`src/rtl/ps2_cmd_sequencer.sv`:
```
// PS/2 host command sequencer: shares the keyboard link between scancode
// forwarding and the reset / set-LED command sequences (ACK, resend, timeouts).
module ps2_cmd_sequencer #(
    parameter int unsigned ACK_TIMEOUT = 500000,
    parameter int unsigned BAT_TIMEOUT = 25000000,
    parameter int unsigned MAX_RETRY   = 3
) (
    input  logic       clk,
    input  logic       reset,
    input  logic       reset_req,
    input  logic       led_req,
    input  logic [2:0] led_state,
    output logic       busy,
    output logic       done,
    output logic       err,
    output logic [7:0] tx_data,
    output logic       tx_req,
    input  logic       tx_done,
    input  logic       tx_err,
    input  logic [7:0] rx_data,
    input  logic       rx_valid,
    output logic       enable_rcv,
    output logic [7:0] key_data,
    output logic       key_valid
);

    localparam int unsigned TMAX = (ACK_TIMEOUT > BAT_TIMEOUT) ? ACK_TIMEOUT : BAT_TIMEOUT;
    localparam int unsigned CW   = $clog2(TMAX + 1);
    localparam int unsigned RW   = (MAX_RETRY > 0) ? $clog2(MAX_RETRY + 1) : 1;

    localparam logic [CW-1:0] ACK_LAST    = CW'(ACK_TIMEOUT - 1);
    localparam logic [CW-1:0] BAT_LAST    = CW'(BAT_TIMEOUT - 1);
    localparam logic [RW-1:0] RETRY_LIMIT = RW'(MAX_RETRY);

    localparam logic [7:0] CMD_RESET    = 8'hFF;
    localparam logic [7:0] CMD_SET_LED  = 8'hED;
    localparam logic [7:0] RSP_ACK      = 8'hFA;
    localparam logic [7:0] RSP_RESEND   = 8'hFE;
    localparam logic [7:0] RSP_BAT_OK   = 8'hAA;
    localparam logic [7:0] RSP_BAT_FAIL = 8'hFC;

    typedef enum logic [2:0] {
        ST_IDLE,
        ST_SEND,
        ST_WAIT_TX,
        ST_WAIT_ACK,
        ST_WAIT_BAT,
        ST_RETRY,
        ST_FINISH,
        ST_FAIL
    } state_t;

    state_t        state, state_n;
    logic          pend_rst, pend_led;
    logic [2:0]    led_mask;
    logic          cmd_rst, cmd_rst_n;
    logic [2:0]    cmd_mask, cmd_mask_n;
    logic          idx, idx_n;
    logic [RW-1:0] retry, retry_n;
    logic [CW-1:0] timer, timer_n;
    logic          take_rst, take_led;
    logic [7:0]    send_byte;
    logic          rx_ok, rx_is_resp, rx_fwd;

    assign tx_req     = (state == ST_SEND);
    assign done       = (state == ST_FINISH);
    assign err        = (state == ST_FAIL);
    assign enable_rcv = !((state == ST_SEND) || (state == ST_WAIT_TX));
    assign busy       = pend_rst | pend_led | (state != ST_IDLE);

    assign rx_ok      = rx_valid & enable_rcv;
    assign rx_is_resp = (rx_data == RSP_ACK) || (rx_data == RSP_RESEND) ||
                        (rx_data == RSP_BAT_OK) || (rx_data == RSP_BAT_FAIL);
    assign rx_fwd     = rx_ok && ((state == ST_IDLE) ||
                        (((state == ST_WAIT_ACK) || (state == ST_WAIT_BAT)) && !rx_is_resp));

    always_comb begin
        state_n    = state;
        cmd_rst_n  = cmd_rst;
        cmd_mask_n = cmd_mask;
        idx_n      = idx;
        retry_n    = retry;
        timer_n    = timer;
        take_rst   = 1'b0;
        take_led   = 1'b0;

        case (state)
            ST_IDLE: begin
                if (pend_rst) begin
                    take_rst  = 1'b1;
                    cmd_rst_n = 1'b1;
                    idx_n     = 1'b0;
                    retry_n   = '0;
                    state_n   = ST_SEND;
                end else if (pend_led) begin
                    // mask is frozen per command so a newer led_req only affects the next one
                    take_led   = 1'b1;
                    cmd_rst_n  = 1'b0;
                    cmd_mask_n = led_mask;
                    idx_n      = 1'b0;
                    retry_n    = '0;
                    state_n    = ST_SEND;
                end
            end

            ST_SEND: state_n = ST_WAIT_TX;

            ST_WAIT_TX: begin
                if (tx_done) begin
                    timer_n = '0;
                    state_n = ST_WAIT_ACK;
                end else if (tx_err) begin
                    state_n = ST_RETRY;
                end
            end

            ST_WAIT_ACK: begin
                if (rx_ok && (rx_data == RSP_ACK)) begin
                    if (cmd_rst) begin
                        timer_n = '0;
                        state_n = ST_WAIT_BAT;
                    end else if (idx) begin
                        state_n = ST_FINISH;
                    end else begin
                        idx_n   = 1'b1;
                        retry_n = '0;
                        state_n = ST_SEND;
                    end
                end else if (rx_ok && (rx_data == RSP_RESEND)) begin
                    state_n = ST_RETRY;
                end else if (timer == ACK_LAST) begin
                    state_n = ST_FAIL;
                end else begin
                    timer_n = timer + CW'(1);
                end
            end

            ST_WAIT_BAT: begin
                if (rx_ok && (rx_data == RSP_BAT_OK)) begin
                    state_n = ST_FINISH;
                end else if (rx_ok && (rx_data == RSP_BAT_FAIL)) begin
                    state_n = ST_FAIL;
                end else if (timer == BAT_LAST) begin
                    state_n = ST_FAIL;
                end else begin
                    timer_n = timer + CW'(1);
                end
            end

            ST_RETRY: begin
                if (retry == RETRY_LIMIT) begin
                    state_n = ST_FAIL;
                end else begin
                    retry_n = retry + RW'(1);
                    state_n = ST_SEND;
                end
            end

            ST_FINISH: state_n = ST_IDLE;
            ST_FAIL:   state_n = ST_IDLE;
            default:   state_n = ST_IDLE;
        endcase

        if (cmd_rst_n)
            send_byte = CMD_RESET;
        else if (idx_n)
            send_byte = {5'b0, cmd_mask_n};
        else
            send_byte = CMD_SET_LED;
    end

    always_ff @(posedge clk) begin
        if (reset)
            state <= ST_IDLE;
        else
            state <= state_n;
    end

    always_ff @(posedge clk) begin
        if (reset) begin
            pend_rst  <= 1'b0;
            pend_led  <= 1'b0;
            led_mask  <= '0;
            cmd_rst   <= 1'b0;
            cmd_mask  <= '0;
            idx       <= 1'b0;
            retry     <= '0;
            timer     <= '0;
            tx_data   <= '0;
            key_data  <= '0;
            key_valid <= 1'b0;
        end else begin
            // a request arriving while its flag is being consumed stays pending
            pend_rst <= reset_req | (pend_rst & ~take_rst);
            pend_led <= led_req | (pend_led & ~take_led);
            if (led_req)
                led_mask <= led_state;
            cmd_rst  <= cmd_rst_n;
            cmd_mask <= cmd_mask_n;
            idx      <= idx_n;
            retry    <= retry_n;
            timer    <= timer_n;
            if (state_n == ST_SEND)
                tx_data <= send_byte;
            key_valid <= rx_fwd;
            if (rx_fwd)
                key_data <= rx_data;
        end
    end

endmodule

```
`config.mk`:
```
export PLATFORM = sky130hd
export DESIGN_NAME = ps2_cmd_sequencer
export DESIGN_NICKNAME = d
export VERILOG_FILES = /design/src/rtl/ps2_cmd_sequencer.sv
export SDC_FILE = /design/constraint.sdc
export NUM_CORES = 1
export LEC_CHECK = 0
export ABC_CLOCK_PERIOD_IN_PS = 3100
export CORE_ASPECT_RATIO = 1.2
export CORE_MARGIN = 2
export CORE_UTILIZATION = 35
export DETAILED_ROUTE_END_ITERATION = 7
export HOLD_SLACK_MARGIN = 0.02
export SKIP_LAST_GASP = 1
export SLEW_MARGIN = 10
export SYNTH_ARGS = -nofsm -noshare
export SYNTH_HDL_FRONTEND = slang
export SYNTH_SLANG_ARGS = --single-unit
```
`constraint.sdc`:
```
create_clock -name clk -period 3.1 [get_ports clk]
set_clock_uncertainty 0.2 [all_clocks]
set_input_delay 0.31 -clock clk [delete_from_list [all_inputs] [get_ports clk]]
set_output_delay 0.31 -clock clk [all_outputs]
set_load 0.05 [all_outputs]
```
== Word-level counts from Yosys, hierarchy flattened ==
Cells that the tools add are included.

* Output and inout bits: 22
* Bits of input ports: 18
* Flip-flop bits (word level): 57

* Equality and inequality tests: 27
* Bitwise gates (word level): 9
* Muxes and demuxes: 48
* Add/subtract/negate cells: 2
* Reduce and logical (&&, ||, !) cells: 21

{| class="wikitable"
|+ Operators with widths
! kind !! number
|-
| 2-to-1 mux 25 bit || 8
|-
| one-hot mux 25 bit (3 select lines) || 1
|-
| 2-to-1 mux 3 bit || 16
|-
| equality test 8 bit (second input constant) || 4
|-
| adder 25 x 1 -> 25 bit (second input constant) || 1
|-
| equality test 25 x 19 -> 1 bit (second input constant) || 1
|-
| equality test 25 bit (second input constant) || 1
|-
| one-hot mux 3 bit (7 select lines) || 1
|-
| 2-to-1 mux 8 bit || 2
|-
| inequality test 2 bit (second input constant) || 7
|-
| equality test 3 bit (second input constant) || 4
|-
| 2-to-1 mux 1 bit || 12
|-
| 2-to-1 mux 2 bit || 6
|-
| inequality test 3 bit (second input constant) || 4
|-
| nonzero test 3 bit || 3
|-
| AND reduction 8 bit || 1
|-
| equality test 3 x 1 -> 1 bit (second input constant) || 2
|-
| equality test 3 x 2 -> 1 bit (second input constant) || 2
|-
| logical AND 1 bit || 6
|-
| logical OR 1 bit || 6
|-
| one-hot mux 2 bit (3 select lines) || 1
|-
| AND reduction 6 bit || 1
|-
| OR 1 bit || 4
|-
| bitwise AND 1 bit || 3
|-
| 8 further kinds || 10
|}

== Longest topological paths before layout ==
Gate-level depths: netlist of run 1.

* Depth in word-level cells: 9
* Gate-level depth with buffers: 9
* Mapped depth without buffers: 7

== Worst setup path after synthesis of run 1 ==
No wires, ideal clock.

* Kind: register to register
* From: register timer[23]
* To: register timer[1]
* Stages on the path, launching flop included: 9
* Data required time: 2813 ps
* Setup time: 87 ps
* Arrival time: 2153 ps
* Path slack: 660 ps
* Path buffers: 2
* Cell sequence: dfxtp_1 > or4b_1 > or4_1 > o31a_1 > a21oi_2 > buf_6 > buf_6 > o211ai_1 > o31ai_1

* Word-level cells in the longest chain between the ends: 3
* Elaborated cells between the ends (all ways): 5

{| class="wikitable"
|+ Ends and longest elaborated chain
! item !! line !! RTL
|-
| start: declaration || 60 || <nowiki>logic [CW-1:0] timer, timer_n;</nowiki>
|-
| start signal: assignment || 202 || <nowiki>timer <= timer_n;</nowiki>
|-
| equality test 25 x 19 -> 1 bit or equality test 25 bit (tied branches) || 131, 143 ||
|-
| inequality test 3 bit (no line) or inequality test 2 bit (tied branches) || -- ||
|-
| AND reduction 8 bit (no line) * || -- ||
|}

Every way passes the cells marked *; elsewhere a longest branch is shown, timed or not.
A chain may end at the register's enable or synchronous reset.

== Worst setup path in the final report of run 1 ==
* From: register timer[16]
* To: register timer[16]

* Word-level cells in the longest chain between the ends: 5
* Elaborated cells between the ends (all ways): 13

{| class="wikitable"
|+ Ends and longest elaborated chain
! item !! line !! RTL
|-
| adder 25 x 1 -> 25 bit || 134, 146 ||
|-
| 2-to-1 mux 25 bit, on equally long branches || 143, 131 ||
|-
| 2-to-1 mux 25 bit, on equally long branches || 141, 129 ||
|-
| 2-to-1 mux 25 bit, on equally long branches || 139, 118 ||
|-
| one-hot mux 25 bit (3 select lines) || 87 || <nowiki>case (state)</nowiki>
|}

Parallel ways exist; a longest one is shown, timed or not. The select of a mux whose other input is x is not followed.

==> flow_summary.yaml, run 1 <==
cts:
  cts_buffers: 5
  clockBufferDepth: 2
  ctsHoldBuffers: 0
  clock_latency_ns: 0.32
  cts_tree: "yes"
  cts_max_level: 2
  clk_transition_reported_paths_ns: 0.10
  cts_setup_buffers: 0
  clkSinkCount: 54
  post_cts_resize_count: 0
  cts-root-buf: "clkbuf_8"
cells_and_area:
  final_core_util: 0.431
  nets: 409
  synthToLayoutAreaGrowth_pct: 19.5
  diodes: 0
  design_area_um2: 3490
  n_fill_cell: 841
  drive_gt1_frac: 0.0615
critical_path:
  crit_chain: "or4b_1 -> or4_1 -> o21a_1 -> nor2_4 -> nor3_1 -> mux2i_1"
  r2r_start: "timer[16]"
  worstPathArrival_ns: 2.83
  startpoint_type: "flip-flop"
  crit_buf_inv: 0
  path_max_fanout: 35
  critical_path_class: "flip-flop to flip-flop"
  critical-path-max-stage-delay_ns: 0.60
  crit_slowest_cell: "nor2_4"
  cp_top_family: "simple AND/OR/NAND/NOR gates"
  crit_path_start: "timer[16]"
  critPathCaptureType: "flip-flop"
  crit_required_ns: 3.11
logic_synthesis:
  synth_adder_area_share: 0.00855
  ys_warn_count: 0
  yosys-top-cells-count: "54 x dfxtp_1, 34 x a21oi_1, 33 x nand2_1, 29 x nor2_1, 21 x or4_1"
  async_flop_share: 0
  synth_flop_cell: "dfxtp_1"
  synth.most_common_cell: "dfxtp_1"
  synth-simple-area-share: 0.317
  yosys_register_bits: 54
  synth-xor-area-share: 0.00299
  synth_compound_area_frac: 0.217
  synthesis.nets: 381
  postSynthAreaPerCell_um2: 8.10
  synth_top_family_by_area: "simple AND/OR/NAND/NOR gates"
  netlist_area_um2: 2930
  synth-edff-count: 0
  syn_inst: 361
  muxShareOfSynthArea: 0.0274
  synth_top_area_frac: 0.370
  synth_top_area_cell: "dfxtp_1"
  synth_cell_types: 47
  yosysSeqAreaShare: 0.370
  ys_top_cells_by_area: "dfxtp_1 37%, a21oi_1 5.8%, or4_1 5.4%"
placed_design:
  dp_hpwl_um: 5200
  io_buffers: 39
  place_congestion: 0.834
  post_dp_cell_area_um2: 3390
floorplanning:
  initial_core_util: 0.361
  rows: 36
  die_area_um2: 9110
  design.core.area_um2: 8110
  chipHeight_um: 104
  fp.dieW_um: 87.5
  io_pins: 40
power:
  p_seq_frac: 0.420
  intPower_mw: 1.18
  total_leakage_power_nw: 1.14
  vdd_drop_max_mv: 0.346
  switching_share: 0.358
  cellPowerDensity_nw_per_um2: 524
  clock_power_share: 0.263
  p_sw_mw: 0.656
  p_comb_frac: 0.317
grt:
  grt_pass1_wl_um: 12000
  overflow: 0
  grt.total_usage: 0.161
  grt_start_max_net_pins: 49
  antenna_found_initial: 0
  grt_pass1_vias: 2544
routing:
  via_per_inst: 5.82
  antenna_left: 0
  route.detailed.drc: 0
  num_vias: 2821
  drtIter0Drc: 137
  drt_pass1_iterations: 4
  drt-total-wl_um: 7320
  avgRoutedWirePerCell_um: 15.1
min_path:
  hp-start: "key_data[6]"
  hp-class: "flip-flop to flip-flop"
flow_run:
  max-cap-violations: 0
timing:
  finalSetupViolations: 0
  timing.fmax_ghz: 0.355
  rsz0062_at_grt: "false"
  tightest_slew_ns: 0.702
  setup_tns_ns: 0
  fin_crit_ns: 2.82
  post-route-period-util: 0.910
  drv_slew: 0
  max-slew-margin-rel: 0.531
  final-hold-violation-count: 0
outcome:
  status: "finished, final reports clean"
-- per-layer routing --
| layer | global-route usage | up-vias | part of all wire |
|---|---|---|---|
| met3 | 0.0405 | 6 | 0.042 |
| met5 | 0 | - | 0 |
| met2 | 0.261 | 45 | 0.48 |
| met1 | 0.210 | 1342 | 0.47 |
| met4 | 0.0484 | 0 | 0.012 |
| li1 | - | 1428 | - |
-- tightest hold or removal path, delay by kind of cell (launching register included) --
kind	cells	cell delay (ns)
flip-flops	1	0.32
AND/OR/NAND/NOR	1	0.05
AO/OA/AOI/OAI	1	0.05
-- kinds of logic (layout without fill, tap and decap cells) --
group,count (synthesis),count (layout)
adders and majority gates,2,2
buffers and inverters,33,62
muxes,8,8
and+or+nand+nor,164,164
DFF,54,54
AOI/OAI and AO/OA,99,99
xor gates and xnor gates,1,1
-- flip-flops by register name (all words and copies together) (netlist names) --
register / flops
timer: 25
key_data: 8
tx_data: 5
cmd_mask: 3
led_mask: 3
state: 3
retry: 2
cmd_rst: 1
idx: 1
key_valid: 1
pend_led: 1
pend_rst: 1
-- power groups by stage --
stage | logic, mW | registers, mW | clock network, mW
CTS | 0.584 | 0.770 | 0.496
global placement | 0.579 | 0.784 | 0
global route | 0.623 | 0.775 | 0.518
floorplan | 0.331 | 0.866 | 0
detailed placement | 0.581 | 0.784 | 0
finish | 0.581 | 0.769 | 0.482
-- cells in the final DEF, fill, tap and decap left out, types with 5 or more instances in the layout --
master	synthesis	final
o31ai_1	19	18
a211oi_1	5	5
nand4_1	11	11
nand3_1	15	15
a21oi_1	34	34
buf_4	5	7
mux2i_1	8	8
o2111ai_1	6	6
nor3_1	8	8
inv_1	6	6
nand2_1	33	33
clkdlybuf4s50_1	0	39
dfxtp_1	54	54
and3_1	8	8
o21ai_0	9	9
or4_1	21	21
clkbuf_8	0	5
nor2_1	29	29
or3_1	5	5
o211ai_1	6	6
-- cell type report --
type	instances	area [um2]	area share
multi-input cells	274	1680	0.481
flip-flops and latches	54	1080	0.309
repair buffers	48	483	0.138
well taps	95	119	0.0340
clock buffers	5	68.8	0.0197
clock inverters	3	40.0	0.0115
inverters	6	22.5	0.00644
-- through the flow --
step           cells  hold slack [ns]  total power, mW  worst slack [ns]
3_3_place_gp     477            0.243             1.36             0.270
4_1_cts          485            0.266             1.85             0.279
2_1_floorplan    361            0.227             1.20             0.660
6_report         485            0.261             1.83             0.280
3_5_place_dp     477            0.249             1.37             0.227
5_1_grt          485            0.286             1.92             0.105
-- final timing paths --
path,endpoint,slack [ns],cells after the start
setup / recovery,timer[16],0.28,6
hold / removal,key_data[6],0.26,2
setup reg to reg,timer[16],0.28,6
hold reg to reg,key_data[6],0.26,2
(Power assumes the default switching activity.)
==> run 2: changes to the inputs <==
Settings changed: CORE_UTILIZATION 35 to 55, PLACE_DENSITY from default to 0.8, SKIP_LAST_GASP 1 to default.
==> flow_summary.yaml, run 2 (synthesis results as in run 1) <==
cts:
  clockBufferDepth: 2
  cts_setup_buffers: 0
  clkSinkCount: 54
  cts-root-buf: "clkbuf_8"
  post_cts_resize_count: 0
  cts_buffers: 5
  clk_transition_reported_paths_ns: 0.10
  cts_tree: "yes"
  cts_max_level: 2
  ctsHoldBuffers: 0
  clock_latency_ns: 0.31
floorplanning:
  design.core.area_um2: 5230
  initial_core_util: 0.560
  rows: 29
  die_area_um2: 5920
  io_pins: 40
  chipHeight_um: 83.9
  fp.dieW_um: 70.6
critical_path:
  worst-r2r-cell-count: 7
  reg2reg_to: "timer[16]"
  crit_buf_inv: 0
  crit_required_ns: 3.11
  path_max_fanout: 35
  worstPathArrival_ns: 2.80
  critical_path_class: "flip-flop to flip-flop"
  critPathCaptureType: "flip-flop"
  crit_chain: "ha_1 -> nand4_1 -> or4_1 -> o21a_1 -> nor2_4 -> nor3_1 -> mux2i_1"
  crit_slowest_cell: "nor2_4"
  cp_top_family: "simple AND/OR/NAND/NOR gates"
  critical-path-max-stage-delay_ns: 0.57
  reg2reg_slack_ns: 0.31
  startpoint_type: "flip-flop"
  r2r_start: "timer[0]"
cells_and_area:
  drive_gt1_frac: 0.0639
  largest_register_ffs: 25
  n_fill_cell: 443
  diodes: 0
  final_common_cell: "dfxtp_1"
  nets: 410
  final_cell_mix: "54 x dfxtp_1, 39 x clkdlybuf4s50_1, 34 x a21oi_1"
  final_core_util: 0.658
  synthToLayoutAreaGrowth_pct: 17.5
  largest-register: "timer"
  largestRegisters: "timer (25), key_data (8), tx_data (5)"
routing:
  avgRoutedWirePerCell_um: 15.5
  via_per_inst: 6.42
  antenna_left: 0
  drt-total-wl_um: 7020
  num_vias: 2908
  drt_pass1_iterations: 5
  drtIter0Drc: 261
  route.detailed.drc: 0
timing:
  drv_slew: 0
  final-hold-violation-count: 0
  tightest_slew_ns: 0.667
  rsz0062_at_grt: "false"
  fin_crit_ns: 2.79
  finalSetupViolations: 0
  timing.fmax_ghz: 0.358
  post-route-period-util: 0.900
  max-slew-margin-rel: 0.554
  setup_tns_ns: 0
flow_run:
  max-cap-violations: 0
min_path:
  holdPathEnd: "key_data[6]"
  hp-start: "key_data[6]"
  holdPathStages: 2
  hp-class: "flip-flop to flip-flop"
power:
  cellPowerDensity_nw_per_um2: 514
  p_seq_frac: 0.435
  switching_share: 0.366
  total_leakage_power_nw: 1.13
  intPower_mw: 1.12
  clock_power_share: 0.239
  p_comb_frac: 0.326
  vdd_drop_max_mv: 0.400
  p_sw_mw: 0.648
grt:
  overflow: 0
  grt.total_usage: 0.242
  antenna_found_initial: 0
  grt_start_max_net_pins: 49
  grt_pass1_wl_um: 12100
  grt_pass1_vias: 2742
placed_design:
  io_buffers: 39
  place_congestion: 0.834
  dp_hpwl_um: 5110
outcome:
  status: "finished, final reports clean"
## run 2: routing by layer
metal | vias to the layer above | part of all wire | track usage
met5 | - | 0 | 0
li1 | 1430 | - | -
met1 | 1354 | 0.41 | 0.283
met3 | 19 | 0.055 | 0.0568
met2 | 105 | 0.51 | 0.423
met4 | 0 | 0.022 | 0.0943
## run 2: power by group through the flow
| stage | clock [mW] | sequential (mW) | combinational (mW) |
|---|---|---|---|
| floorplan | 0 | 0.866 | 0.331 |
| global placement | 0 | 0.783 | 0.565 |
| detailed placement | 0 | 0.785 | 0.574 |
| CTS | 0.437 | 0.769 | 0.578 |
| global route | 0.460 | 0.776 | 0.622 |
| finish | 0.422 | 0.770 | 0.577 |
## run 2: how the worst max path moves through the flow
stage	start	endpoint	slack, ns	cells after the start
floorplan	timer[23]	timer[1]	0.66	8
global placement	rx_data[0]	timer[7]	0.27	7
detailed placement	rx_data[0]	timer[7]	0.22	7
CTS	timer[0]	timer[16]	0.33	7
global route	timer[1]	timer[10]	0.1	7
finish	timer[0]	timer[16]	0.31	7
## run 2: tightest hold or removal path: stages, from the launching register on
cell and delay, ns:
dfxtp_1 0.32, nand2_1 0.05, a21oi_1 0.05
## run 2: area by class of cell
type                    count  area (um2)  share of cell area
clock buffers               6        82.6              0.0240
clock inverters             2        16.3             0.00473
inverters                   6        22.5             0.00655
multi-input cells         274        1680               0.489
flip-flops and latches     54        1080               0.314
well taps                  62        77.6              0.0226
repair buffers             49         478               0.139
## run 2: through the flow
step	cell area [um2]	setup slack, ns	hold slack, ns	power [mW]	instances
after floorplan	2930	0.660	0.227	1.20	361
after global placement	3340	0.269	0.241	1.35	445
after detailed placement	3340	0.221	0.247	1.36	445
after CTS	3440	0.327	0.261	1.78	453
after global routing	3440	0.0997	0.287	1.86	453
final	3440	0.310	0.255	1.77	453
==> run 3: changes to the inputs <==
Settings changed: CTS_CLUSTER_SIZE from default to 14.
==> results of run 3 <==
The final DEF is identical to that of run 2; final timing and power are the same.
